**src/rtl/hex_display_mux.sv**
```systemverilog
// Multiplexed 7-segment driver: scans NUM_DIGITS latched hex nibbles with per-digit
// blanking, blinking and a lamp test, and registers seg/dig_sel with optional inversion.
module hex_display_mux #(
    parameter int NUM_DIGITS  = 4,
    parameter int REFRESH_DIV = 50000,
    parameter int BLINK_DIV   = 12500000,
    parameter bit ACTIVE_LOW  = 1'b0
) (
    input  logic                    clk,
    input  logic                    resetn,
    input  logic                    load,
    input  logic [4*NUM_DIGITS-1:0] digit_value,
    input  logic [NUM_DIGITS-1:0]   digit_en,
    input  logic [NUM_DIGITS-1:0]   blink_en,
    input  logic                    lamp_test,
    output logic [6:0]              seg,
    output logic [NUM_DIGITS-1:0]   dig_sel
);
    localparam int IDX_W = (NUM_DIGITS > 1) ? $clog2(NUM_DIGITS) : 1;
    localparam int REF_W = $clog2(REFRESH_DIV);
    localparam int BLK_W = $clog2(BLINK_DIV);
    localparam logic [6:0]            SEG_POL = {7{ACTIVE_LOW}};
    localparam logic [NUM_DIGITS-1:0] DIG_POL = {NUM_DIGITS{ACTIVE_LOW}};

    logic [4*NUM_DIGITS-1:0] val_q, val_d;
    logic [NUM_DIGITS-1:0]   en_q, en_d;
    logic [NUM_DIGITS-1:0]   blink_q, blink_d;
    logic [REF_W-1:0]        ref_cnt_q, ref_cnt_d;
    logic [BLK_W-1:0]        blk_cnt_q, blk_cnt_d;
    logic                    blink_phase_q, blink_phase_d;
    logic [IDX_W-1:0]        idx_q, idx_d;
    logic [6:0]              seg_q, seg_d;
    logic [NUM_DIGITS-1:0]   dig_sel_q, dig_sel_d;

    logic                    ref_wrap;
    logic                    blk_wrap;
    logic [4*NUM_DIGITS-1:0] val_sh;
    logic [NUM_DIGITS-1:0]   en_sh;
    logic [NUM_DIGITS-1:0]   blink_sh;
    logic [6:0]              seg_raw;

    function automatic logic [6:0] seg_decode(input logic [3:0] nib);
        case (nib)
            4'h0: seg_decode = 7'b1111110;
            4'h1: seg_decode = 7'b0110000;
            4'h2: seg_decode = 7'b1101101;
            4'h3: seg_decode = 7'b1111001;
            4'h4: seg_decode = 7'b0110011;
            4'h5: seg_decode = 7'b1011011;
            4'h6: seg_decode = 7'b1011111;
            4'h7: seg_decode = 7'b1110000;
            4'h8: seg_decode = 7'b1111111;
            4'h9: seg_decode = 7'b1111011;
            4'hA: seg_decode = 7'b1110111;
            4'hB: seg_decode = 7'b0011111;
            4'hC: seg_decode = 7'b1001110;
            4'hD: seg_decode = 7'b0111101;
            4'hE: seg_decode = 7'b1001111;
            default: seg_decode = 7'b1000111;
        endcase
    endfunction

    always_comb begin
        val_d   = val_q;
        en_d    = en_q;
        blink_d = blink_q;
        if (load) begin
            val_d   = digit_value;
            en_d    = digit_en;
            blink_d = blink_en;
        end

        ref_wrap  = (ref_cnt_q == REF_W'(REFRESH_DIV - 1));
        ref_cnt_d = ref_wrap ? '0 : ref_cnt_q + 1'b1;
        idx_d     = idx_q;
        if (ref_wrap) begin
            idx_d = (idx_q == IDX_W'(NUM_DIGITS - 1)) ? '0 : idx_q + 1'b1;
        end

        blk_wrap      = (blk_cnt_q == BLK_W'(BLINK_DIV - 1));
        blk_cnt_d     = blk_wrap ? '0 : blk_cnt_q + 1'b1;
        blink_phase_d = blink_phase_q ^ blk_wrap;

        // Shift the selected digit down to bit 0 so any NUM_DIGITS indexes cleanly.
        val_sh   = val_q >> {idx_q, 2'b00};
        en_sh    = en_q >> idx_q;
        blink_sh = blink_q >> idx_q;

        if (lamp_test) begin
            seg_raw = 7'b1111111;
        end else if (!en_sh[0]) begin
            seg_raw = 7'b0000000;
        end else if (blink_sh[0] && blink_phase_q) begin
            seg_raw = 7'b0000000;
        end else begin
            seg_raw = seg_decode(val_sh[3:0]);
        end

        seg_d     = seg_raw ^ SEG_POL;
        dig_sel_d = (NUM_DIGITS'(1) << idx_q) ^ DIG_POL;
    end

    always_ff @(posedge clk) begin
        if (!resetn) begin
            val_q         <= '0;
            en_q          <= '0;
            blink_q       <= '0;
            ref_cnt_q     <= '0;
            blk_cnt_q     <= '0;
            blink_phase_q <= 1'b0;
            idx_q         <= '0;
            seg_q         <= SEG_POL;
            dig_sel_q     <= DIG_POL;
        end else begin
            val_q         <= val_d;
            en_q          <= en_d;
            blink_q       <= blink_d;
            ref_cnt_q     <= ref_cnt_d;
            blk_cnt_q     <= blk_cnt_d;
            blink_phase_q <= blink_phase_d;
            idx_q         <= idx_d;
            seg_q         <= seg_d;
            dig_sel_q     <= dig_sel_d;
        end
    end

    assign seg     = seg_q;
    assign dig_sel = dig_sel_q;
endmodule

```
**config.mk**
```make
export PLATFORM = sky130hd
export DESIGN_NAME = hex_display_mux
export DESIGN_NICKNAME = d
export VERILOG_FILES = /design/src/rtl/hex_display_mux.sv
export SDC_FILE = /design/constraint.sdc
export NUM_CORES = 1
export LEC_CHECK = 0
export CELL_PAD_IN_SITES_DETAIL_PLACEMENT = 1
export CELL_PAD_IN_SITES_GLOBAL_PLACEMENT = 2
export CORE_AREA = 5 5 106 108
export DETAILED_ROUTE_END_ITERATION = 16
export DIE_AREA = 0 0 111 113
export PLACE_DENSITY_LB_ADDON = 0.1
export SYNTH_ARGS = -nofsm -noshare
export SYNTH_HDL_FRONTEND = slang
export SYNTH_SLANG_ARGS = --single-unit
```
**constraint.sdc**
```tcl
create_clock -name clk -period 2.2 [get_ports clk]
set_input_delay 0.44 -clock clk [delete_from_list [all_inputs] [get_ports clk]]
set_output_delay 0.44 -clock clk [all_outputs]
set_load 0.005 [all_outputs]
```
# Word level (Yosys, flattened, before mapping)
# Memories as Yosys holds them, arrays and structs flattened.
# Index checks and enable logic that the tools add are counted.
dict set report totals {
  regBits 78
  romBits 112
  in_bits 28
  wordCells 29
  mem_count 1
}
# name words word_bits read_ports rd_ports_with_merged_regs wr line_no
set mem_list {}
lappend mem_list {{(no name shown)} 16 7 1 0 0 43} ;# case (nib)
dict set report op_classes {
  add_sub_neg 3
  n_eq_ne 3
  shift 4
  mux 4
  bitwise_logic 2
  reduce_logical 3
}
# cell n
set op_table {}
lappend op_table {{adder 24 x 1 -> 24 bit, second input constant} 1}
lappend op_table {{== test 24 bit, second input constant} 1}
lappend op_table {{two-way mux 7 bit} 3}
lappend op_table {{adder 16 x 1 -> 16 bit, second input constant} 1}
lappend op_table {{== test 16 bit, second input constant} 1}
lappend op_table {{right shift 16 x 4 -> 4 bit} 1}
lappend op_table {{right shift 4 x 2 -> 1 bit} 2}
lappend op_table {{OR reduction 2 bit} 2}
lappend op_table {{left shift 1 x 2 -> 4 bit, first input constant} 1}
lappend op_table {{adder 2 x 1 -> 2 bit, second input constant} 1}
lappend op_table {{== test 2 bit, second input constant} 1}
lappend op_table {{two-way mux 2 bit} 1}
lappend op_table {{logical AND 1 bit} 1}
lappend op_table {{NOT 1 bit} 1}
lappend op_table {{bitwise XOR 1 bit} 1}

# Logic depth before layout (Yosys ltp)
# Gate-level depths: netlist (run 1).
dict set report depth {
  word_depth 5
  ltp_mapped 8
  mapped_depth_nobuf 7
}

# Worst setup path after synthesis (run 1)
# OpenSTA, ideal clock, no wires.
dict set report synth_timing {
  path_type {register -> register}
  startpoint {reg idx_q[0]}
  endpoint {reg seg_q[1] (netlist: seg[1])}
  setup_ps 95
  arrival_ps 1918
  required_ps 2105
  path_slack_ps 186
  path_stages_with_launch 6
  path_buffers 1
  synth_period_minus_slack_ps 2014
  path_cell_list {dfxtp_1 buf_2 mux4_2 ha_1 mux2_2 a221oi_1}
}
dict set report synth_between {
  elab_chain_cells 5
}
# element line_no
set synth_lines {}
lappend synth_lines {{start, declared} 31} ;# logic [IDX_W-1:0] idx_q, idx_d;
lappend synth_lines {{start signal, assigned} 121} ;# idx_q <= idx_d;
lappend synth_lines {{right shift 16 x 4 -> 4 bit / right shift 4 x 2 -> 1 bit (equally long branches)} {85, 87}}
lappend synth_lines {{memory read (16 x 7 bit) / logical AND 1 bit (equally long branches)} --}
lappend synth_lines {{two-way mux 7 bit} 93} ;# end else if (blink_sh[0] && blink_phase_q) begin
lappend synth_lines {{two-way mux 7 bit *} 91} ;# end else if (!en_sh[0]) begin
lappend synth_lines {{two-way mux 7 bit *} 89} ;# if (lamp_test) begin
lappend synth_lines {{end signal, assigned} 122} ;# seg_q <= seg_d;
lappend synth_lines {{end, declared} 32} ;# logic [6:0] seg_q, seg_d;
# Every way passes the cells marked *; elsewhere a longest branch is shown, timed or not.
# A chain may end at the register's enable or synchronous reset.

# Worst setup path after layout (run 1)
dict set report layout_timing {
  startpoint {reg idx_q[0]}
  endpoint {reg seg_q[0] (netlist: seg[0])}
}
# The elaborated chain is that of the path after synthesis.

==> results of run 1 <==
[what timing repair did]
item | in CTS | in global routing
setup buffers | 0 | 0
endpoints found under the setup margin | 0 | 3
resized for setup | 0 | 1
[synth_stat cells, types with 2 or more instances]
library cell / n
and3_1: 5
nand2_1: 16
a21oi_1: 18
a21boi_0: 4
or4_1: 6
buf_1: 2
xor2_1: 14
or3_1: 9
o31ai_1: 6
ha_1: 9
nor4_1: 7
mux2_2: 2
buf_2: 5
mux4_2: 5
nor3_1: 2
inv_1: 11
and4_1: 5
mux2i_1: 31
dfxtp_1: 78
clkbuf_1: 12
xnor2_1: 11
a221oi_1: 2
nand3_1: 12
o21ai_0: 8
nand4_1: 11
nor2_1: 57
[worst paths after layout]
kind | startpoint | endpoint | slack [ns] | cells after the start
max reg2reg | idx_q[0]$_SDFFE_PN0N_ | seg[0]$_SDFF_PN0_ | 0.13 | 4
min | ref_cnt_q[0]$_SDFF_PP0_ | ref_cnt_q[0]$_SDFF_PP0_ | 0.47 | 1
max | idx_q[0]$_SDFFE_PN0N_ | seg[0]$_SDFF_PN0_ | 0.13 | 4
min reg2reg | ref_cnt_q[0]$_SDFF_PP0_ | ref_cnt_q[0]$_SDFF_PP0_ | 0.47 | 1
[power breakdown]
group,total (W),leakage [nW],switching [W],internal (W)
registers,0.00148,0.637,0.0000266,0.00146
clock network,0.00128,0.115,0.000535,0.000747
logic,0.000243,0.852,0.000108,0.000135
[logic make-up after synthesis]
kind of cell	after synthesis	share of synthesized area [%]
compound gates	44	7.91
buf+inv	32	3.88
xor+xnor	25	6.29
fa+ha+maj	9	3.24
simple gates	140	21.0
mux	38	12.8
flops	78	44.9
[state kept, by name, indices dropped and copies added, names as in the netlist]
name,count
blink_phase_q,1
blink_q,4
blk_cnt_q,24
dig_sel,4
en_q,4
idx_q,2
ref_cnt_q,16
seg,7
val_q,16
[metrics by stage]
stage / util, % / total power, W
after CTS: 42.3 / 0.00306
after global placement: 39.9 / 0.00176
after global routing: 42.3 / 0.00315
final: 42.3 / 0.00301
after detailed placement: 39.9 / 0.00177
after floorplan: - / 0.00164
[cells in the final DEF (no fill, tap or decap), types with 10 or more instances in the layout]
master	netlist	layout
dfxtp_1	78	78
nor2_1	57	57
clkdlybuf4s50_1	0	38
mux2i_1	31	31
a21oi_1	18	18
nand2_1	16	16
xor2_1	14	14
nand3_1	12	12
inv_1	11	11
nand4_1	11	11
xnor2_1	11	11
buf_4	0	10
[worst reg2reg max path: stages (launching register included)]
cell      delay (ns)
dfxtp_1         0.48
mux4_2          0.63
ha_1            0.27
mux2_2          0.27
a221oi_1        0.32
[cell type report]
class | count | share of cell area, %
multi-input cells | 256 | 41.6
flip-flops and latches | 78 | 36.4
repair buffers | 50 | 11.5
well taps | 136 | 3.97
clock buffers | 9 | 2.89
clock inverters | 6 | 2.60
inverters | 11 | 0.962
[layer usage]
metal  GRT usage, %  part of all wire (%)  routed length, um
met5              0                     0                  0
met4           5.91                   1.7                135
met3           2.99                   2.7                215
met2           21.4                    45               3640
met1           17.5                    50               4050
==> flow_metrics.tcl, run 1 <==
set metrics [dict create \
    die-area_um2 12500 \
    fmax_mhz 483 \
    critical-path-top-delay-family "multiplexers" \
    synth.avg_cell_area_um2 9.50 \
    fin_ws_ns 0.130 \
    outcome "finished, final reports clean" \
    drt_first_pass_iters 4 \
    cpPeakStageDelay_ns 0.63 \
    fin_tns_setup_ns 0 \
    slowest_stage "mux4_2" \
    p_leak_nw 1.60 \
    ys_seq_area_share_pct 44.9 \
    instances_no_fill 546 \
    seqCellArea_um2 1560 \
    peakVddDrop_mv 0.253 \
    fin_hold_ws_ns 0.466 \
    cp_max_fo 6 \
    port_buffers 38 \
    path_clk_slew_ns 0.08 \
    drive_gt1_share_pct 9.02 \
    final_area_um2 4290 \
    drt-initial-drc-count 92 \
    dp_cells 531 \
    n_antenna_cell 0 \
    vias 2719 \
    crit_chain "mux4_2, ha_1, mux2_2, a221oi_1" \
    multiInputGateArea_um2 1790 \
    syn_area_um2 3480 \
    synthTopCellsByArea "dfxtp_1 45%, mux2i_1 8.9%, nor2_1 6.2%, xor2_1 3.5%, ha_1 3.2%" \
    finalSetupViolations 0 \
    fillers 1153 \
    fin_crit_ns 2.07 \
    async_reset_ff_share_pct 0 \
    syn_inst 366 \
    grt_usage_pct 13.4 \
    ys_ff_latch 78 \
    syn_nets 403 \
    grt_start_max_net_pins 25 \
    grt_antenna_before_repair 0 \
    crit_type "register to register" \
    die_h_um 113 \
    dp_slack_ns 0.0977 \
    finalWirelength_mm 8.03 \
    root_buffer "clkbuf_8" \
    synth_warnings 0 \
    wl_per_cell_um 14.7 \
    overflow 0 \
    nets 443 \
    startpoint_type "register" \
    critical_path_required_ns 2.45 \
    grt_pass1_vias 2787 \
    area_delta_synth_final_pct 23.3 \
    maxSlewViolCount 0 \
    routabilityCongestion 0.752 \
    rsz0062_at_grt "false" \
    cts_made_buffers 9 \
    arrival_ns 2.32 \
    synth.top_cell.area_share_pct 44.9 \
    clockBufferDepth 2 \
    cts_tree "built" \
    worst_pin_slew_ns 0.667 \
    synth_edf_count 0 \
    ys_types 44 \
    rows 37 \
    critPathBufInv 0 \
    power_density_nw_per_um2 702 \
    start_util_pct 34.3 \
    postRouteAntennaNets 0 \
    io_pins 39 \
    end_kind "register" \
    clock_latency_ns 0.35 \
    relSlewSlack_pct 55.1 \
    fin_skew_ns 0.00653 \
    grt_pass1_wl_mm 13.6 \
    viasPerCell 4.98 \
    worstHoldPathType "register to register" \
    cap_violations 0 \
    dieWidth_um 111 \
    synth_top_cell_by_area "dfxtp_1" \
    period_share_pct 94.1 \
    cts_sinks 78 \
    htreeDepth 3 \
    hold_viol 0 \
    coreArea_um2 10100 \
    route.detailed.drc 0 \
    dp_hpwl_mm 5.96 \
    placed_cell_area_um2 4050 \
    cts_hold_buf 0 \
    synth_flop_cell "dfxtp_1" \
]
Power figures use the tool's default switching activity.
==> run 2: changes to the inputs <==
TNS_END_PERCENT = 50   (was not set)
==> results of run 2 <==
Final layout, timing and power as in run 1 (identical DEF).
==> RTL edit 1 (config.mk and constraints of run 1) <==
`NUM_DIGITS`: 4 -> 2.
--- a/src/rtl/hex_display_mux.sv
+++ b/src/rtl/hex_display_mux.sv
@@ -1,7 +1,7 @@
 // Multiplexed 7-segment driver: scans NUM_DIGITS latched hex nibbles with per-digit
 // blanking, blinking and a lamp test, and registers seg/dig_sel with optional inversion.
 module hex_display_mux #(
-    parameter int NUM_DIGITS  = 4,
+    parameter int NUM_DIGITS  = 2,
     parameter int REFRESH_DIV = 50000,
     parameter int BLINK_DIV   = 12500000,
     parameter bit ACTIVE_LOW  = 1'b0
Ports: changed (resized blink_en, dig_sel, digit_en and digit_value); port bits go from 39 to 25. The function was not compared with the original's and may differ.
==> RTL edit 1 against run 1 <==
  * Global-route usage is 2.2 points lower
  * Wire length is 18% lower
  * Area after synthesis is 15% lower
  * Sequential share of layout area is 0.94 points lower
  * Total power is 21% lower
  * Worst setup slack better by 160 ps
  * Sequential power is 20% lower
  * Highest routed layer unchanged
  * Critical endpoint is now seg[3]$_SDFF_PN0_
  * Count of clock-buffer cells in the layout is 3 higher
  * Final area is 17% lower
  * Sequential cell count is 15 lower
==> RTL edit 1: results <==
set metrics [dict create \
    nonClkBufAreaFrac_pct 8.864 \
    nClkBuffers 12 \
    synthesis.nets 340 \
    clk_share_pct 5.346 \
    drtIter0Drc 38 \
    antenna_found_initial 0 \
    n_all_inverters 10 \
    track_usage_pct 11.26 \
    synth_common_cells "dfxtp_1 (63), nor2_1 (27), mux2i_1 (19)" \
    dp_hpwl_um 4797 \
    clock-root-buffer "clkbuf_8" \
    antennaDiodeCount 0 \
    crit_path_max_incr_delay_ps 530 \
    synthArstFlopShare_pct 0 \
    synth.distinct_cells 47 \
    reg_top3 "blk_cnt_q (24), ref_cnt_q (16), val_q (8)" \
    crit_family "multiplexers" \
    drt_first_pass_iters 4 \
    synth-seq-cells 63 \
    fin_skew_ps 10.27 \
    port_buffers 24 \
    numCtsBuffers 9 \
    drt_wl_total_um 6619 \
    internal_power_mw 1.826 \
    wire_per_inst_um 13.65 \
    hp-class "flip-flop to flip-flop" \
    holdPathStages 1 \
    status "completed" \
    grt_pass1_wl_um 11570 \
    grt_max_degree 15 \
    dp.cells 469 \
    cts_setup_buffers 0 \
    clk_pin_slew_ps 70 \
    gp_congestion 0.7488 \
    drive_above_1_share_pct 10.32 \
    ys_seq_area_share_pct 42.62 \
    synthTopCellsByArea "dfxtp_1 (43%), mux2i_1 (6.4%), xor2_1 (4.1%), nor2_1 (3.4%), ha_1 (3.4%)" \
    multi_input_cells 226 \
    cts_htree_levels 3 \
    multi_input_area_share_pct 44.50 \
    vias 2297 \
    grt_pass1_vias 2376 \
    clk-insertion-delay-late_ps 330 \
    cp.arrival_ps 2170 \
    cp_slowest_cell "dfxtp_1" \
    synth_cells 316 \
    fill_cells 1163 \
    hold_violations 0 \
    path_max_fanout 7 \
    clock_path_buffers 2 \
    nNetsFinal 368 \
    slew_headroom_pct 59.64 \
    nNonClkBuffers 34 \
    ff2ff_path_depth 5 \
    leakage_nw 1.292 \
    ir_drop_v 0.0002273 \
    sh_seq_area_pct 35.46 \
    postCtsResizedCells 0 \
]
RTL edit 1: routing by layer:
layer | vias to the layer above | global-route usage, % | wire length, um
met2 | 24 | 16.71 | 2897
li1 | 1175 | - | -
met4 | 0 | 4.926 | 63
met5 | - | 0 | 0
met1 | 1092 | 15.63 | 3462
met3 | 6 | 2.567 | 195
RTL edit 1: cells by family after synthesis:
logic type,count (synthesis),share of synthesized area (%)
and+or+nand+nor,125,24.23
adders and majority gates,8,3.383
buffers and inverters,27,3.890
DFF,63,42.62
xor gates and xnor gates,24,7.104
muxes,23,8.414
AOI/OAI and AO/OA,46,10.36
RTL edit 1: power by group through the flow:
stage	Sequential (mW)	Clock, mW	Combinational [mW]
after global placement	1.22	0	0.191
after detailed placement	1.22	0	0.191
after CTS	1.19	1.05	0.192
after floorplan	1.21	0	0.104
after global routing	1.19	1.10	0.211
final	1.19	0.998	0.186
RTL edit 1: final timing paths:
path | slack, ps | startpoint | endpoint
hold / removal | 440 | ref_cnt_q[0]$_SDFF_PP0_ | ref_cnt_q[0]$_SDFF_PP0_
hold reg to reg | 440 | ref_cnt_q[0]$_SDFF_PP0_ | ref_cnt_q[0]$_SDFF_PP0_
setup reg to reg | 290 | idx_q$_SDFFE_PN0N_ | seg[3]$_SDFF_PN0_
setup / recovery | 290 | idx_q$_SDFFE_PN0N_ | seg[3]$_SDFF_PN0_
RTL edit 1: per-stage QoR:
stage | setup slack [ps] | hold slack (ps) | instance area [sq um] | util [%]
floorplan | 209.2 | 413.2 | 2959 | -
global placement | 249.1 | 427.9 | 3367 | 33.21
detailed placement | 258.0 | 438.7 | 3367 | 33.21
CTS | 229.0 | 448.4 | 3557 | 35.09
global route | 105.5 | 482.1 | 3557 | 35.09
finish | 288.7 | 443.7 | 3557 | 35.09
==> RTL edit 2 (config.mk and constraints of run 1) <==
Made on the original files. Register the output `seg` once more, with the module's reset; this adds one clock of latency there. The other outputs are not delayed to match.
--- a/src/rtl/hex_display_mux.sv
+++ b/src/rtl/hex_display_mux.sv
@@ -124,7 +124,13 @@
         end
     end
 
-    assign seg     = seg_q;
+    always_ff @(posedge clk) begin
+        if (!resetn) begin
+            seg <= '0;
+        end else begin
+            seg <= seg_q;
+        end
+    end
     assign dig_sel = dig_sel_q;
 endmodule
 
Check against the original RTL: not equivalent (a bounded check fails within 4 cycles, from zero or initial values and one cycle with resetn low).
==> RTL edit 2 against run 1 <==
  * Global-route usage grew 0.44 points
  * Wire length up 0.20%
  * Die area is the same
  * Worst setup slack better by 64 ps
  * Count of clock-buffer cells in the layout increased by 1
  * Largest cell class unchanged
  * Total power decreased by 3.1%
  * Non-clock buffer count shrank 1
  * Clock power shrank 18%
  * Area after synthesis grew 6.6%
  * Highest routed layer unchanged
  * Sequential cell count grew 7
  * Final area rose by 2.7%
  * Critical path depth is 1 higher
==> RTL edit 2: results <==
set metrics [dict create \
    ir_drop_v 0.0002410 \
    cp_slowest_cell "mux4_2" \
    tightestPinTransition_ps 517.1 \
    synth_mux_area_share_pct 12.12 \
    synth_cells 380 \
    dp_hpwl_um 5767 \
    ff2ff_path_depth 5 \
    synth.distinct_cells 41 \
    synth_compound_area_share_pct 7.459 \
    rrSetupSlack_ps 190 \
    r2r-end "seg_q[3]$_SDFF_PN0_" \
    crit_path_max_incr_delay_ps 590 \
    cp.arrival_ps 2300 \
    wire_per_inst_um 14.45 \
    nNetsFinal 454 \
    synth_warnings 0 \
    leakage_nw 1.680 \
    final-instance-count-excl-fill 557 \
    holdPathEnd "seg[0]$_SDFF_PN0_" \
    synth_common_cells "dfxtp_1 (85), nor2_1 (56), mux2i_1 (31)" \
    status "completed" \
    fill_cells 1145 \
    grt_max_degree 31 \
    ys_seq_area_share_pct 45.90 \
    clk-insertion-delay-late_ps 360 \
    synthXorXnorAreaFrac_pct 5.906 \
    port_buffers 38 \
    synth_fa_ha_area_share_pct 3.037 \
    grt_pass1_vias 2813 \
    track_usage_pct 13.85 \
    crit_family "multiplexers" \
    dp.cells 542 \
    hold_start "seg_q[0]$_SDFF_PN0_" \
    grt_pass1_wl_um 14180 \
    synthTopCellsByArea "dfxtp_1 (46%), mux2i_1 (8.4%), nor2_1 (5.7%), xor2_1 (4.5%), ha_1 (3.0%)" \
    viasPerCell 4.986 \
    drive_above_1_share_pct 9.026 \
    synthesis.nets 417 \
    gp_congestion 0.7073 \
    post_dp_cell_area_sq_um 4223 \
    drtIter0Drc 82 \
    fin_skew_ps 7.938 \
]
## RTL edit 2: cell types whose count changed after synthesis, moves of 3 or more
cell,change
and3_1,+3
xor2_1,+5
clkbuf_1,-4
xnor2_1,-5
inv_1,-4
nor4_1,-5
buf_2,+6
nand2_1,+3
buf_6,+3
and2_1,+8
dfxtp_1,+7
## RTL edit 2: per-stage QoR
stage / utilization, % / hold slack (ps) / setup slack [ps]
2_1_floorplan: - / 411.9 / 201.6
3_3_place_gp: 41.65 / 414.7 / 144.3
3_5_place_dp: 41.65 / 421.5 / 92.56
4_1_cts: 43.43 / 442.2 / 73.45
5_1_grt: 43.44 / 450.9 / 59.90
6_report: 43.44 / 436.3 / 193.8
## RTL edit 2: report_power, final
group          internal (mW)  switching, mW
logic                  0.135          0.110
clock network          0.513          0.541
registers               1.59         0.0261
total                   2.24          0.677
## RTL edit 2: timing repair
item,in CTS,in global routing
endpoints found under the setup margin,0,3
setup buffers,0,0
gates resized for setup,0,1
## RTL edit 2: cells by family after synthesis
kind of cell / count (synthesis)
adders and majority gates: 9
muxes: 38
xor gates and xnor gates: 25
buffers and inverters: 30
AOI/OAI and AO/OA: 44
and+or+nand+nor: 149
DFF: 85
## RTL edit 2: worst max-delay path by stage
stage	start	endpoint	slack [ps]	cells after the start
global placement	idx_q[0]$_SDFFE_PN0N_	seg_q[3]$_SDFF_PN0_	140	5
detailed placement	idx_q[0]$_SDFFE_PN0N_	seg_q[3]$_SDFF_PN0_	90	5
global route	idx_q[0]$_SDFFE_PN0N_	seg_q[3]$_SDFF_PN0_	60	5
floorplan	idx_q[0]$_SDFFE_PN0N_	seg_q[3]$_SDFF_PN0_	200	6
finish	idx_q[0]$_SDFFE_PN0N_	seg_q[3]$_SDFF_PN0_	190	5
CTS	idx_q[0]$_SDFFE_PN0N_	seg_q[3]$_SDFF_PN0_	70	5
## RTL edit 2: area by class of cell
class / count / area share, %
clock inverter: 5 / 1.193
sequential: 85 / 38.66
tap: 136 / 3.864
inverter: 7 / 0.5966
timing repair buffer: 49 / 10.80
multi-input combinational: 265 / 41.99
clock buffer: 10 / 2.898
## RTL edit 2: per-layer routing
metal / share of wire (%) / wire [um] / vias to the layer above / GRT usage (%)
met2: 46 / 3714 / 34 / 21.60
met5: 0 / 0 / - / 0
met3: 3.3 / 267 / 13 / 4.118
met1: 49 / 3931 / 1328 / 18.21
met4: 1.7 / 137 / 0 / 5.172
li1: - / - / 1402 / -
## RTL edit 2: worst register-to-register path, cell delays in order (launching register included)
cell,delay [ps]
dfxtp_2,410
mux4_2,590
ha_1,310
and2b_2,220
a211o_1,260
a31oi_1,150
